## src/rtl/alu_pkg.sv

```systemverilog
// Shared definitions for the ALU execute stage: opcodes, flag bit positions, FSM states.
// The iterative multiplier is only built when ALU_MUL_EN is defined.
package alu_pkg;

    localparam logic [3:0] OpAdd = 4'd0;
    localparam logic [3:0] OpSub = 4'd1;
    localparam logic [3:0] OpCmp = 4'd2;
    localparam logic [3:0] OpAnd = 4'd3;
    localparam logic [3:0] OpOr  = 4'd4;
    localparam logic [3:0] OpXor = 4'd5;
    localparam logic [3:0] OpMov = 4'd6;
    localparam logic [3:0] OpLsh = 4'd7;
    localparam logic [3:0] OpMul = 4'd8;

    localparam int unsigned FlagC = 4;
    localparam int unsigned FlagL = 3;
    localparam int unsigned FlagF = 2;
    localparam int unsigned FlagZ = 1;
    localparam int unsigned FlagN = 0;

    typedef enum logic {
        StIdle,
        StMulRun
    } state_t;

    // Single-cycle opcodes that produce a register write-back.
    function automatic logic writes_back(logic [3:0] op);
        return (op == OpAdd) || (op == OpSub) || (op == OpAnd) || (op == OpOr) ||
               (op == OpXor) || (op == OpMov) || (op == OpLsh);
    endfunction

endpackage

```

## src/rtl/alu_exec_stage_mul_iter.sv

```systemverilog
// Shift-add multiplier: latches operands on start, one iteration per clock, done on the last.
// product is valid combinationally during the cycle done is high (low WIDTH bits only).
module alu_mul_iter #(
    parameter int unsigned WIDTH      = 16,
    parameter int unsigned MUL_CYCLES = 16
) (
    input  logic             clk,
    input  logic             rst,
    input  logic             start,
    input  logic [WIDTH-1:0] a,
    input  logic [WIDTH-1:0] b,
    output logic             done,
    output logic [WIDTH-1:0] product
);

    localparam int unsigned CntW = (MUL_CYCLES > 1) ? $clog2(MUL_CYCLES) : 1;

    logic             running_q;
    logic [CntW-1:0]  count_q;
    logic [WIDTH-1:0] acc_q;
    logic [WIDTH-1:0] mcand_q;
    logic [WIDTH-1:0] mplier_q;
    logic [WIDTH-1:0] acc_step;

    always_comb begin
        acc_step = mplier_q[0] ? (acc_q + mcand_q) : acc_q;
        product  = acc_step;
        done     = running_q && (count_q == CntW'(MUL_CYCLES - 1));
    end

    always_ff @(posedge clk) begin
        if (rst) begin
            running_q <= 1'b0;
            count_q   <= '0;
            acc_q     <= '0;
            mcand_q   <= '0;
            mplier_q  <= '0;
        end else if (start) begin
            running_q <= 1'b1;
            count_q   <= '0;
            acc_q     <= '0;
            mcand_q   <= a;
            mplier_q  <= b;
        end else if (running_q) begin
            acc_q    <= acc_step;
            mcand_q  <= mcand_q << 1;
            mplier_q <= mplier_q >> 1;
            if (done) begin
                running_q <= 1'b0;
                count_q   <= '0;
            end else begin
                count_q <= count_q + 1'b1;
            end
        end
    end

endmodule

```

## src/rtl/alu_exec_stage.sv

```systemverilog
// Execute stage: registered ALU result, one-cycle write-back strobe and flags {C,L,F,Z,N}.
// Define ALU_MUL_EN to build the 16-cycle iterative multiply (opcode 8); otherwise it is a NOP.
module alu_exec_stage
    import alu_pkg::*;
#(
    parameter int unsigned WIDTH      = 16,
    parameter int unsigned SEL_W      = 4,
    parameter int unsigned MUL_CYCLES = 16
) (
    input  logic             Clock,
    input  logic             Reset,
    input  logic             InValid,
    output logic             InReady,
    input  logic [3:0]       Opcode,
    input  logic [WIDTH-1:0] A,
    input  logic [WIDTH-1:0] B,
    input  logic [SEL_W-1:0] DestSel,
    output logic [WIDTH-1:0] Result,
    output logic [SEL_W-1:0] WriteBackSelect,
    output logic             WriteBackEnable,
    output logic [4:0]       Flags,
    output logic             Busy
);

    if (MUL_CYCLES != WIDTH) begin : gen_cfg_check
        $error("alu_exec_stage: MUL_CYCLES must equal WIDTH");
    end

    logic [WIDTH:0]   add_ext;
    logic [WIDTH:0]   sub_ext;
    logic [WIDTH-1:0] alu_res;
    logic [4:0]       alu_flags;

    always_comb begin
        add_ext   = {1'b0, A} + {1'b0, B};
        sub_ext   = {1'b0, A} - {1'b0, B};
        alu_res   = Result;
        alu_flags = Flags;
        unique case (Opcode)
            OpAdd: begin
                alu_res          = add_ext[WIDTH-1:0];
                alu_flags[FlagC] = add_ext[WIDTH];
                alu_flags[FlagF] = (A[WIDTH-1] == B[WIDTH-1]) && (alu_res[WIDTH-1] != A[WIDTH-1]);
                alu_flags[FlagN] = alu_res[WIDTH-1];
            end
            OpSub: begin
                // Top bit of the zero-extended difference is the unsigned borrow.
                alu_res          = sub_ext[WIDTH-1:0];
                alu_flags[FlagC] = sub_ext[WIDTH];
                alu_flags[FlagF] = (A[WIDTH-1] != B[WIDTH-1]) && (alu_res[WIDTH-1] != A[WIDTH-1]);
                alu_flags[FlagN] = alu_res[WIDTH-1];
            end
            OpCmp: begin
                alu_flags[FlagZ] = (A == B);
                alu_flags[FlagL] = (A < B);
                alu_flags[FlagN] = ($signed(A) < $signed(B));
            end
            OpAnd: alu_res = A & B;
            OpOr:  alu_res = A | B;
            OpXor: alu_res = A ^ B;
            OpMov: alu_res = B;
            OpLsh: alu_res = B[4] ? (A >> B[3:0]) : (A << B[3:0]);
            default: ;
        endcase
        if (writes_back(Opcode)) begin
            alu_flags[FlagZ] = (alu_res == '0);
        end
    end

`ifdef ALU_MUL_EN
    state_t           state_q;
    logic [SEL_W-1:0] mul_dest_q;
    logic             mul_start;
    logic             mul_done;
    logic [WIDTH-1:0] mul_product;

    assign InReady   = (state_q == StIdle);
    assign Busy      = (state_q == StMulRun);
    assign mul_start = (state_q == StIdle) && InValid && (Opcode == OpMul);

    alu_mul_iter #(
        .WIDTH      (WIDTH),
        .MUL_CYCLES (MUL_CYCLES)
    ) u_mul (
        .clk     (Clock),
        .rst     (Reset),
        .start   (mul_start),
        .a       (A),
        .b       (B),
        .done    (mul_done),
        .product (mul_product)
    );
`else
    assign InReady = 1'b1;
    assign Busy    = 1'b0;
`endif

    always_ff @(posedge Clock) begin
        if (Reset) begin
`ifdef ALU_MUL_EN
            state_q    <= StIdle;
            mul_dest_q <= '0;
`endif
            Result          <= '0;
            WriteBackSelect <= '0;
            WriteBackEnable <= 1'b0;
            Flags           <= '0;
        end else begin
            WriteBackEnable <= 1'b0;
`ifdef ALU_MUL_EN
            if (state_q == StMulRun) begin
                if (mul_done) begin
                    Result           <= mul_product;
                    WriteBackSelect  <= mul_dest_q;
                    WriteBackEnable  <= 1'b1;
                    Flags[FlagZ]     <= (mul_product == '0);
                    state_q          <= StIdle;
                end
            end else if (InValid && (Opcode == OpMul)) begin
                state_q    <= StMulRun;
                mul_dest_q <= DestSel;
            end else
`endif
            if (InValid) begin
                Flags <= alu_flags;
                if (writes_back(Opcode)) begin
                    Result          <= alu_res;
                    WriteBackSelect <= DestSel;
                    WriteBackEnable <= 1'b1;
                end
            end
        end
    end

endmodule
```

## config.mk

```make
export PLATFORM = sky130hd
export DESIGN_NAME = alu_exec_stage
export DESIGN_NICKNAME = d
export VERILOG_FILES = /design/src/rtl/alu_pkg.sv /design/src/rtl/alu_exec_stage_mul_iter.sv /design/src/rtl/alu_exec_stage.sv
export SDC_FILE = /design/constraint.sdc
export NUM_CORES = 1
export LEC_CHECK = 0
export ABC_AREA = 0
export CELL_PAD_IN_SITES_DETAIL_PLACEMENT = 0
export CELL_PAD_IN_SITES_GLOBAL_PLACEMENT = 2
export CORE_MARGIN = 2
export CORE_UTILIZATION = 36
export DETAILED_ROUTE_END_ITERATION = 7
export PLACE_DENSITY_LB_ADDON = 0.05
export SLEW_MARGIN = 10
export SYNTH_ARGS = -nofsm -noshare
export SYNTH_HDL_FRONTEND = slang
export SYNTH_SLANG_ARGS = --single-unit
```

## constraint.sdc

```tcl
create_clock -name Clock -period 8.8 [get_ports Clock]
set_clock_uncertainty 0.2 [all_clocks]
set_input_delay 2.64 -clock Clock [delete_from_list [all_inputs] [get_ports Clock]]
set_output_delay 2.64 -clock Clock [all_outputs]
set_load 0.1 [all_outputs]
```

* Word level (Yosys, flattened, before mapping)
Index checks and enable logic that the tools add are counted.
** Word-level totals
- Register bits after elaboration :: 26
- Bits of input ports :: 43
- Output and inout port bits :: 28
- Logic and storage cells :: 56
** Cells by class
- Add/subtract/negate cells :: 2
- $lt $le $gt $ge :: 2
- Eq/ne operators :: 12
- Shift-type cells :: 2
- Mux-type cells :: 8
- Bitwise logic cells :: 4
- Reduce and logical (&&, ||, !) cells :: 19
** Operator list (number)
- $pmux 16 s7 :: 1
- $lt 16x16->1 :: 2
- $add 16x16->17 :: 1
- $sub 16x16->17 :: 1
- $and 16x16->16 :: 1
- $eq 16x16->1 :: 1
- $eq 4x3->1 const B :: 4
- $logic_not 16->1 :: 1
- $mux 16 :: 1
- $or 16x16->16 :: 1
- $shl 16x4->16 :: 1
- $shr 16x4->16 :: 1
- $xor 16x16->16 :: 1
- $reduce_and 2->1 :: 5
- $eq 4x2->1 const B :: 2
- $logic_or 1x1->1 :: 6
- $eq 4x1->1 const B :: 1
- $logic_not 4->1 :: 1
- $pmux 1 s2 :: 2
- $reduce_bool 2->1 :: 2
- $mux 1 :: 3
- $ne 1x1->1 :: 3
- $pmux 1 s3 :: 1
- $reduce_bool 3->1 :: 1
- 4 further kinds :: 5

* Logic depth before layout (Yosys ltp)
- Word-level depth :: 9
- Depth in mapped cells :: 14
- Gate-level depth less buffers :: 13

* Worst setup path after synthesis
OpenSTA, ideal clock, no wires.
- Path kind :: input to register
- From :: input port B[1]
- To :: register Flags[1]
- Setup time :: 0.060 ns
- Arrival :: 5.616 ns
- Required time :: 8.540 ns
- Setup slack :: 2.924 ns
- Stages :: 13
- Buffers on the path :: 2
- Cell sequence :: buf_2 inv_2 buf_2 ha_1 o21bai_1 nand3_2 and2_1 o31a_1 a221oi_1 o221ai_1 or4_1 o41ai_2 a41o_1
** On the way
- Word-level cells in the longest chain between the ends :: 5
- Elaborated cells on any way between the ends :: 13
- Those cells by class :: add/sub (2); eq/ne (1); shift (2); mux (4); bitwise (3); reduce/logical (1)
** Ends and longest elaborated chain
- start, declared :: line alu_exec_stage.sv:16 : input logic [WIDTH-1:0] B,
- branches (longest 4 deep; another with $sub 16x16->17)
- $mux 1 * :: line alu_exec_stage.sv:65 : if (writes_back(Opcode)) begin
- end signal, assigned :: line alu_exec_stage.sv:125 : Flags <= alu_flags;
- end, declared :: line alu_exec_stage.sv:21 : output logic [4:0] Flags,
Mark *: on every way between the ends. The select of a mux whose other input is x is not followed.
A chain may end at the register's enable or synchronous reset.

* Worst setup path in the final report
- From :: input port B[4]
- To :: register Flags[1]
** On the way
- Word-level cells in the longest chain between the ends :: 4
- Elaborated cells on any way between the ends :: 11
- Those cells by class :: add/sub (2); eq/ne (1); mux (4); bitwise (3); reduce/logical (1)
** Ends and longest elaborated chain
- $sub 16x16->17, or another cell as far along :: line alu_exec_stage.sv:36 : sub_ext = {1'b0, A} - {1'b0, B};
- $pmux 16 s7 :: line alu_exec_stage.sv:39 : unique case (Opcode)
- $logic_not 16->1 :: line alu_exec_stage.sv:66 : alu_flags[FlagZ] = (alu_res == '0);
- $mux 1 * :: line alu_exec_stage.sv:65
Every way passes the cells marked *; elsewhere a longest branch is shown, timed or not. The select of a mux whose other input is x is not followed.

==> metrics.md <==
| Metric | Value |
|---|---|
| Initial Util | `between 30 and 40%` |
| Layout cells sized above 1 | `8.303%` |
| Most used DFF post-synth | `dfxtp_1` |
| N_diodes | `0` |
| Hold-fix buffers, CTS | `0` |
| Router iterations before antenna repair | `5` |
| FF-to-FF End | `Flags[1]` |
| 1st-iter DRT viols | `653` |
| Status | `complete, no violations` |
| Detailed Route WL | `between 20000 and 30000 um` |
| Pwr Total | `between 0.0006 and 0.0007 W` |
| Total clock sinks | `26` |
| WS Path Type | `input pin to flip-flop` |
| Port-buffer cells | `68` |
| Worst skew pair latency | `0.26 ns` |
| Relative slew slack | `between 20% and 30%` |
| Sw Pwr | `0.0003201 W` |
| Nets | `929` |
| Hold Startpoint | `WriteBackSelect[1]` |
| Worst setup EP type | `flip-flop` |
| Post-synth EDFFs | `0` |
| Vias per cell | `6.231` |
| DP Cell Count | `1043` |
| Most frequent cells in the layout | `nor2_1, nand2_1, clkdlybuf4s50_1, ha_1, a21oi_1` |
| Final ANT Viol Nets | `0` |
| Hold WC Path Type | `flip-flop to flip-flop` |
| Worst Path Arrival | `7.27 ns` |
| Die area | `17050 um^2` |
| # IOs | `71` |
| WHS Endpoint | `WriteBackSelect[1]` |
| Largest net degree at the start of global routing | `47` |
| Register area share after synthesis | `9.024%` |
| CP Max Fanout | `20` |
| First-pass GRT wire length | `38530 um` |
| Num rows | `46` |
| Core area | `15770 um^2` |
| CTS tree | `yes` |
| Setup Viol. Count Final | `0` |
| Number of global-route vias before repair | `6245` |
| Area Growth Syn to Fin | `14.45%` |
| Peak supply drop | `80.28 uV` |
| Achievable frequency | `0.1377 GHz` |
| Clock transition at path regs | `0.07 ns` |
| Mapped Cells | `between 800 and 900` |
| CTS resizes | `0` |
| Crit path time final | `7.262 ns` |
| Drc violations | `0` |
| Final RePlAce weighted congestion | `0.9844` |
| DR vias | `roughly 6500` |
| Yosys warning total | `0` |
| Clock tree root buffer cell | `clkbuf_16` |
| Max Root-Sink Buffers | `2` |
| Initial antenna violation count | `0` |
| Post-DP HPWL | `19830 um` |
| RSZ-0062 raised after global routing | `false` |
| Most common cell after layout, fill and taps aside | `nor2_1` |
| CTS buffer count | `3` |
| Yosys cell types | `90` |
| Max-cap violations | `0` |
| Post-synth ARST share | `0%` |
| Sw Share | `47.63%` |
| Leakage power | `2.552 nW` |
| Final TNS setup | `0 ns` |
| Internal power | `0.0003520 W` |
| Cells on worst reg2reg path | `6` |
| Worst-margin pin slew | `1.102 ns` |
| Tcrit/Tclk final | `82.52%` |
| Grt ovf | `0` |
| Hold Crit Depth | `2` |
| Clock power share | `19.7%` |
| Slew Viols, Final | `0` |
| Synthesized Nets | `slightly above 900` |
| Routed len/inst | `about 24 um` |
| Worst setup SP type | `input pin` |
| R2r setup slk | `between 6 and 7 ns` |
| Post-Layout Cell Count | `1047` |
| Setup Buffers After CTS | `0` |
| Sequential Power Share | `19.4%` |
| DIE HEIGHT | `130.6 um` |
| Mean Syn Cell Area | `just over 7 um^2` |
| Hold slack final | `0.2520 ns` |
| H-tree depth | `1` |
| Comb pwr share | `between 60% and 70%` |
| Worst Path Required | `8.81 ns` |
| FF+latch count, synth | `26` |
| Count of final hold-check violations | `0` |
| Cell area power density | `slightly above 100 nW/um^2` |
| Die W | `130.6 um` |
| GRT Util Overall | `29.88%` |
| Reg-to-Reg Start | `Flags[1]` |
| Synth Cell Area | `5768 um^2` |
## power groups by stage
stage | Combinational [W] | Sequential (W) | Clock, W
floorplan | 0.000230 | 0.000180 | 0
global placement | 0.000402 | 0.000133 | 0
detailed placement | 0.000401 | 0.000133 | 0
CTS | 0.000403 | 0.000130 | 0.000135
global route | 0.000438 | 0.000131 | 0.000140
finish | 0.000410 | 0.000130 | 0.000132
## through the flow
step           util, %  cell area (um^2)  worst slack, ns
2_1_floorplan        -              5768            2.924
3_3_place_gp     41.19              6496            1.484
3_5_place_dp     41.19              6496            1.404
4_1_cts          41.86              6601            1.682
5_1_grt          41.86              6601            1.410
6_report         41.86              6601            1.538
## critical path, stage by stage
cell,delay [ns]
clkdlybuf4s50_1,1.09
inv_1,0.50
ha_1,0.62
nand4_1,0.24
a2111oi_1,0.93
or3_1,0.21
a31oi_1,0.12
or3_1,0.43
o41ai_2,0.29
a41o_1,0.19
## synthesized netlist by cell type (4+ instances only)
cell | instances | area [um^2]
nor3_1 | 26 | 130.1
o31ai_1 | 4 | 30.03
a2bb2oi_1 | 5 | 43.79
xnor2_1 | 5 | 43.79
nor2_1 | 94 | 352.8
or2_2 | 5 | 31.28
o2111ai_1 | 7 | 61.31
nor4_1 | 6 | 37.54
o211ai_1 | 9 | 67.56
inv_1 | 48 | 180.2
a32oi_1 | 4 | 35.03
nand3_1 | 17 | 85.08
a221oi_1 | 11 | 96.34
mux2_1 | 4 | 45.04
a221o_1 | 9 | 90.09
a21o_1 | 5 | 37.54
a211oi_1 | 15 | 112.6
nand4_1 | 8 | 50.05
buf_6 | 4 | 45.04
mux2_2 | 7 | 78.83
o21ai_1 | 6 | 30.03
inv_2 | 4 | 15.01
mux4_2 | 9 | 202.7
a21oi_1 | 49 | 245.2
or3_1 | 5 | 31.28
o21bai_1 | 6 | 45.04
a22oi_1 | 5 | 37.54
o21ai_0 | 48 | 240.2
buf_1 | 5 | 18.77
nand2_1 | 78 | 292.8
and3_1 | 6 | 37.54
mux2i_1 | 23 | 230.2
ha_1 | 52 | 650.6
a31oi_1 | 11 | 68.82
nand2b_1 | 11 | 68.82
mux2_4 | 5 | 75.07
nor2b_1 | 21 | 131.4
buf_4 | 5 | 37.54
a211o_1 | 4 | 35.03
clkbuf_1 | 23 | 86.33
buf_2 | 24 | 120.1
o22ai_1 | 12 | 75.07
dfxtp_1 | 26 | 520.5
## flip-flops by register name, summed over array words and instances, names as in the netlist
| name | cells |
|---|---|
| WriteBackSelect | 4 |
| Flags | 5 |
| WriteBackEnable | 1 |
| Result | 16 |
## worst max path at each step
stage / startpoint / slack, ns / cells after the start / to
after global routing: B[4] / 1.41 / 10 / Flags[1]
after global placement: B[4] / 1.48 / 12 / Flags[1]
after floorplan: B[1] / 2.92 / 13 / Flags[1]
final: B[4] / 1.54 / 10 / Flags[1]
after CTS: B[4] / 1.68 / 12 / Flags[1]
after detailed placement: B[4] / 1.40 / 12 / Flags[1]
## routing by layer
| layer | GRT usage, % | part of all wire, % |
|---|---|---|
| met3 | 5.171 | 6.7 |
| met2 | 46.81 | 45 |
| met5 | 0 | 0 |
| met4 | 9.825 | 3.6 |
| met1 | 41.67 | 45 |
## cell families after synthesis
| group | Yosys count | synth area share [%] |
|---|---|---|
| adders and majority gates | 54 | 11.97 |
| DFF | 26 | 9.024 |
| muxes | 51 | 12.13 |
| and+or+nand+nor | 301 | 25.40 |
| AOI/OAI and AO/OA | 256 | 31.87 |
| buffers and inverters | 113 | 8.720 |
| other | 2 | 0.1302 |
| xor gates and xnor gates | 5 | 0.7592 |
## cell type report
class	instances	area (um^2)
clock buffer	3	75.07
clock inverter	1	30.03
fill	1713	9169
inverter	52	195.2
multi-input combinational	669	4750
sequential	26	520.5
tap	216	270.3
timing repair buffer	80	760.7
No activity file was read; power rests on OpenSTA's default activity.
==> variant 1 (config.mk and constraints unchanged) <==
Add a define of `ALU_MUL_EN`.
--- a/src/rtl/alu_exec_stage.sv
+++ b/src/rtl/alu_exec_stage.sv
@@ -1,5 +1,7 @@
 // Execute stage: registered ALU result, one-cycle write-back strobe and flags {C,L,F,Z,N}.
 // Define ALU_MUL_EN to build the 16-cycle iterative multiply (opcode 8); otherwise it is a NOP.
+`define ALU_MUL_EN
+
 module alu_exec_stage
     import alu_pkg::*;
 #(
Check against the original RTL: not equivalent (a bounded check fails within 4 cycles, from zero or initial values and one cycle with Reset high).
==> variant 1 against the original RTL <==
Register-to-register slack worse by 1.5 ns; combinational power up 6.1%; setup slack better by 0.33 ns; synthesized area up 53%; maximum frequency up 4.7%; via count up 35%; routed wire length up 39%; sequential cell count up 58; clock power rose to 2.8 times the old value; sequential share of layout area up 9.1 points; total power up 79%; final area up 50%; final cell count up 42%; critical path type unchanged; largest cell class unchanged; highest routed layer unchanged.
==> variant 1: results (changes against the original RTL) <==
placed_cell_area_sq_um: 9640  # was 6500 sq um
grt_max_degree: 70  # was 47
dp.cells: 1469  # was 1043
drive_above_1_share_pct: 8.44  # was 8.30%
slew_headroom_pct: 27.0  # was 26.3%
grt_pass1_wl_mm: 53.7  # was 38.5 mm
synth_commonest_cells: "nor2_1 (144), nand2_1 (96), dfxtp_1 (84)"  # was nor2_1 (94), nand2_1 (78), ha_1 (52)
via_per_inst: 5.93  # was 6.23
port_buffers: 70  # was 68
power_leakage_nw: 3.68  # was 2.55 nW
gr-usage-all-layers_pct: 27.3  # was 29.9%
syn_inst: 1136  # was 808
arrival_ns: 6.99  # was 7.27 ns
status: "complete, no violations"  # unchanged
whs_ns: 0.257  # was 0.252 ns
drtIter0Drc: 707  # was 653
final_nets: 1267  # was 929
wl_per_cell_um: 23.8  # was 24.3 um
dp_hpwl_mm: 26.9  # was 19.8 mm
ys_top_cells_by_area: "dfxtp_1 (19%), ha_1 (9.2%), mux2i_1 (8.0%), nor2_1 (6.1%), a211oi_1 (5.6%)"  # was ha_1 (11%), dfxtp_1 (9.0%), nor2_1 (6.1%), nand2_1 (5.1%), a21oi_1 (4.3%)
grt_pass1_vias: 8477  # was 6245
h-tree-depth: 3  # was 1
cts_inserted_buffers: 9  # was 3
gp_congestion: 0.957  # was 0.984
final_area_sq_um: 9920  # was 6600 sq um
synth_cell_type_count: 89  # was 90
## variant 1: critical path, delay by kind of cell
kind	cells	cell delay [ns]
mux	1	0.27
fa+ha+maj	1	0.59
buf+inv	2	1.38
simple gates	4	0.68
compound gates	5	1.43
## variant 1: cells by family after synthesis
group | Yosys count | share of synthesized area [%]
buffers and inverters | 141 | 7.70
muxes | 100 | 14.0
adders and majority gates | 68 | 9.89
and+or+nand+nor | 380 | 20.4
DFF | 84 | 19.0
xor gates and xnor gates | 27 | 2.68
AOI/OAI and AO/OA | 336 | 26.3
## variant 1: layout make-up
cell class                 instances  area (sq um)
inverter                          59           223
clock inverter                     7          58.8
fill                            2553         14300
multi-input combinational        911          6480
timing repair buffer              91           848
clock buffer                       9           225
sequential                        84          1680
tap                              324           405
## variant 1: metal layers
layer / wire length [um] / global-route usage, % / vias up
met1: 16400 / 38.3 / 4226
met4: 1350 / 10.7 / 0
li1: - / - / 4218
met2: 15700 / 42.8 / 290
met3: 1980 / 3.07 / 66
met5: 0 / 0 / -
## variant 1: worst paths after layout
kind	cells after the start	start	end
setup / recovery	13	B[4]	Result[15]
hold / removal	2	mul_dest_q[3]	mul_dest_q[3]
setup reg to reg	11	u_mul.mcand_q[4]	Flags[1]
hold reg to reg	2	mul_dest_q[3]	mul_dest_q[3]
## variant 1: where the power goes
part | switching [mW] | internal, mW
Combinational | 0.286 | 0.149
Sequential | 0.0100 | 0.392
Clock | 0.173 | 0.196
Total | 0.469 | 0.737
==> variant 2 (same settings) <==
Made on the original files. Reset style: asynchronous (`Reset`), changed in one clocked block.
--- a/src/rtl/alu_exec_stage.sv
+++ b/src/rtl/alu_exec_stage.sv
@@ -95,7 +95,7 @@
     assign Busy    = 1'b0;
 `endif
 
-    always_ff @(posedge Clock) begin
+    always_ff @(posedge Clock or posedge Reset) begin
         if (Reset) begin
 `ifdef ALU_MUL_EN
             state_q    <= StIdle;
Formal check against the unedited RTL: differs if Reset is asserted again (counterexample within 4 cycles, from zero or initial values and one cycle with Reset high); with Reset held inactive, the same outputs for 10 cycles.
==> variant 2 against the original RTL <==
Setup slack improved by 0.26 ns; count of clock-buffer cells in the layout unchanged; combinational power is 30% higher; total power rose by 22%; first-iteration DRC count down 24%; synthesized area decreased by 2.3%; sequential cell count unchanged; final area decreased by 0.76%; routed wire length down 8.5%; largest power group unchanged.
==> variant 2: results (changes against the original RTL) <==
status: "complete, no violations"  # unchanged
num-fill-cells: 1590  # was 1713
yosysSeqAreaShare_pct: 11.5  # was 9.02%
peakVddDrop_mv: 0.114  # was 0.0803 mV
num_vias: 6208  # was 6524
synth_area_per_cell_sq_um: 7.33  # was 7.14 sq um
grt_use_met2_pct: 47.8  # was 46.8%
gp_congestion: 0.952  # was 0.984
ys_top_cells_by_area: "dfrtp_1 (12%), ha_1 (12%), mux4_2 (9.2%), nand2_1 (6.2%), mux2i_1 (5.3%)"  # was ha_1 (11%), dfxtp_1 (9.0%), nor2_1 (6.1%), nand2_1 (5.1%), a21oi_1 (4.3%)
final_cells: 1012  # was 1047
grt_pass1_wl_mm: 35.9  # was 38.5 mm
initial_core_util_pct: 36.9  # was 36.6%
arrival_ns: 7.00  # was 7.27 ns
antenna_found_initial: 0  # unchanged
dp_hpwl_mm: 18.2  # was 19.8 mm
synth_commonest_cells: "nand2_1 (93), nor2_1 (69), inv_1 (59)"  # was nor2_1 (94), nand2_1 (78), ha_1 (52)
whs_endpoint: "WriteBackSelect[2]"  # was WriteBackSelect[1]
syn_nets: 866  # was 905
r2r_cells: 5  # was 6
whs_ns: 0.272  # was 0.252 ns
port_buffers: 68  # unchanged
grt_pass1_vias: 5750  # was 6245
placed_cell_area_sq_um: 6450  # was 6500 sq um
tightest_slew_ns: 0.998  # was 1.10 ns
grt_max_degree: 40  # was 47
gr-usage-met1_pct: 40.3  # was 41.7%
rr_startpoint: "Result[5]"  # was Flags[1]
drive_above_1_share_pct: 7.12  # was 8.30%
h-tree-depth: 1  # unchanged
cp_max_fo: 33  # was 20
ctsRootBufferMaster: "clkbuf_16"  # unchanged
async_reset_ff_share_pct: 100  # was 0%
power_leakage_nw: 2.78  # was 2.55 nW
synth_cell_type_count: 76  # was 90
final_nets: 899  # was 929
cts_resized: 0  # unchanged
reg2reg_to: "Flags[1]"  # unchanged
gr-usage-all-layers_pct: 27.9  # was 29.9%
grt_use_met3_pct: 1.73  # was 5.17%
intPower_uw: 393  # was 352 uW
[variant 2: changes by cell type in the layout (fill, tap and decap cells not counted), moves of 6 or more]
cell,delta
inv_1,+11
nor3_1,-6
o21ai_0,+7
dfxtp_1,-26
nand2_1,+15
nor2_1,-25
mux4_2,+14
dfrtp_1,+26
mux2i_1,+7
[variant 2: routing by layer]
metal | part of all wire, % | vias up
met4 | 0.46 | 0
met1 | 45 | 3036
met5 | 0 | -
met2 | 48 | 275
met3 | 6.1 | 15
li1 | - | 2882
[variant 2: cell families after synthesis]
group | share of synthesized area (%)
simple gates | 22.3
buf+inv | 8.66
mux | 15.9
xor+xnor | 1.40
compound gates | 27.8
other cells | 0.133
fa+ha+maj | 12.3
flops | 11.5
[variant 2: worst max path at each step]
| stage | startpoint | to | slack (ns) | depth (start not counted) |
|---|---|---|---|---|
| floorplan | B[0] | Flags[1] | 2.71 | 14 |
| global placement | B[3] | Flags[1] | 1.75 | 14 |
| detailed placement | B[3] | Flags[1] | 1.62 | 14 |
| CTS | B[3] | Flags[1] | 1.86 | 14 |
| global route | B[3] | Flags[1] | 1.44 | 14 |
| finish | B[3] | Flags[1] | 1.80 | 14 |
[variant 2: area by class of cell]
class | instances | area, sq um | share of cell area (%)
multi-input combinational | 624 | 4500 | 68.6
timing repair buffer | 85 | 803 | 12.3
sequential | 26 | 651 | 9.93
tap | 211 | 264 | 4.03
inverter | 62 | 233 | 3.55
clock buffer | 3 | 75.1 | 1.15
clock inverter | 1 | 30.0 | 0.458
[variant 2: through the flow]
step	util [%]	setup slack, ns
6_report	42.9	1.80
4_1_cts	42.9	1.86
5_1_grt	42.9	1.44
3_5_place_dp	42.2	1.62
3_3_place_gp	42.2	1.75
2_1_floorplan	-	2.71
[variant 2: worst max-delay path, stage by stage]
cell	delay [ns]
clkdlybuf4s50_1	0.45
buf_4	0.33
inv_1	0.24
ha_1	0.44
and2_1	0.21
a221oi_1	0.45
a211o_1	0.24
a31oi_1	0.23
a221oi_1	0.53
mux2i_1	0.16
a211oi_1	0.33
inv_1	0.09
o311ai_0	0.40
o211a_1	0.23
[variant 2: power groups by stage]
| stage | registers [mW] | logic, mW | clock network, mW |
|---|---|---|---|
| 3_3_place_gp | 0.157 | 0.529 | 0 |
| 4_1_cts | 0.155 | 0.530 | 0.133 |
| 6_report | 0.155 | 0.534 | 0.131 |
| 5_1_grt | 0.158 | 0.568 | 0.141 |
| 2_1_floorplan | 0.301 | 0.228 | 0 |
| 3_5_place_dp | 0.157 | 0.529 | 0 |
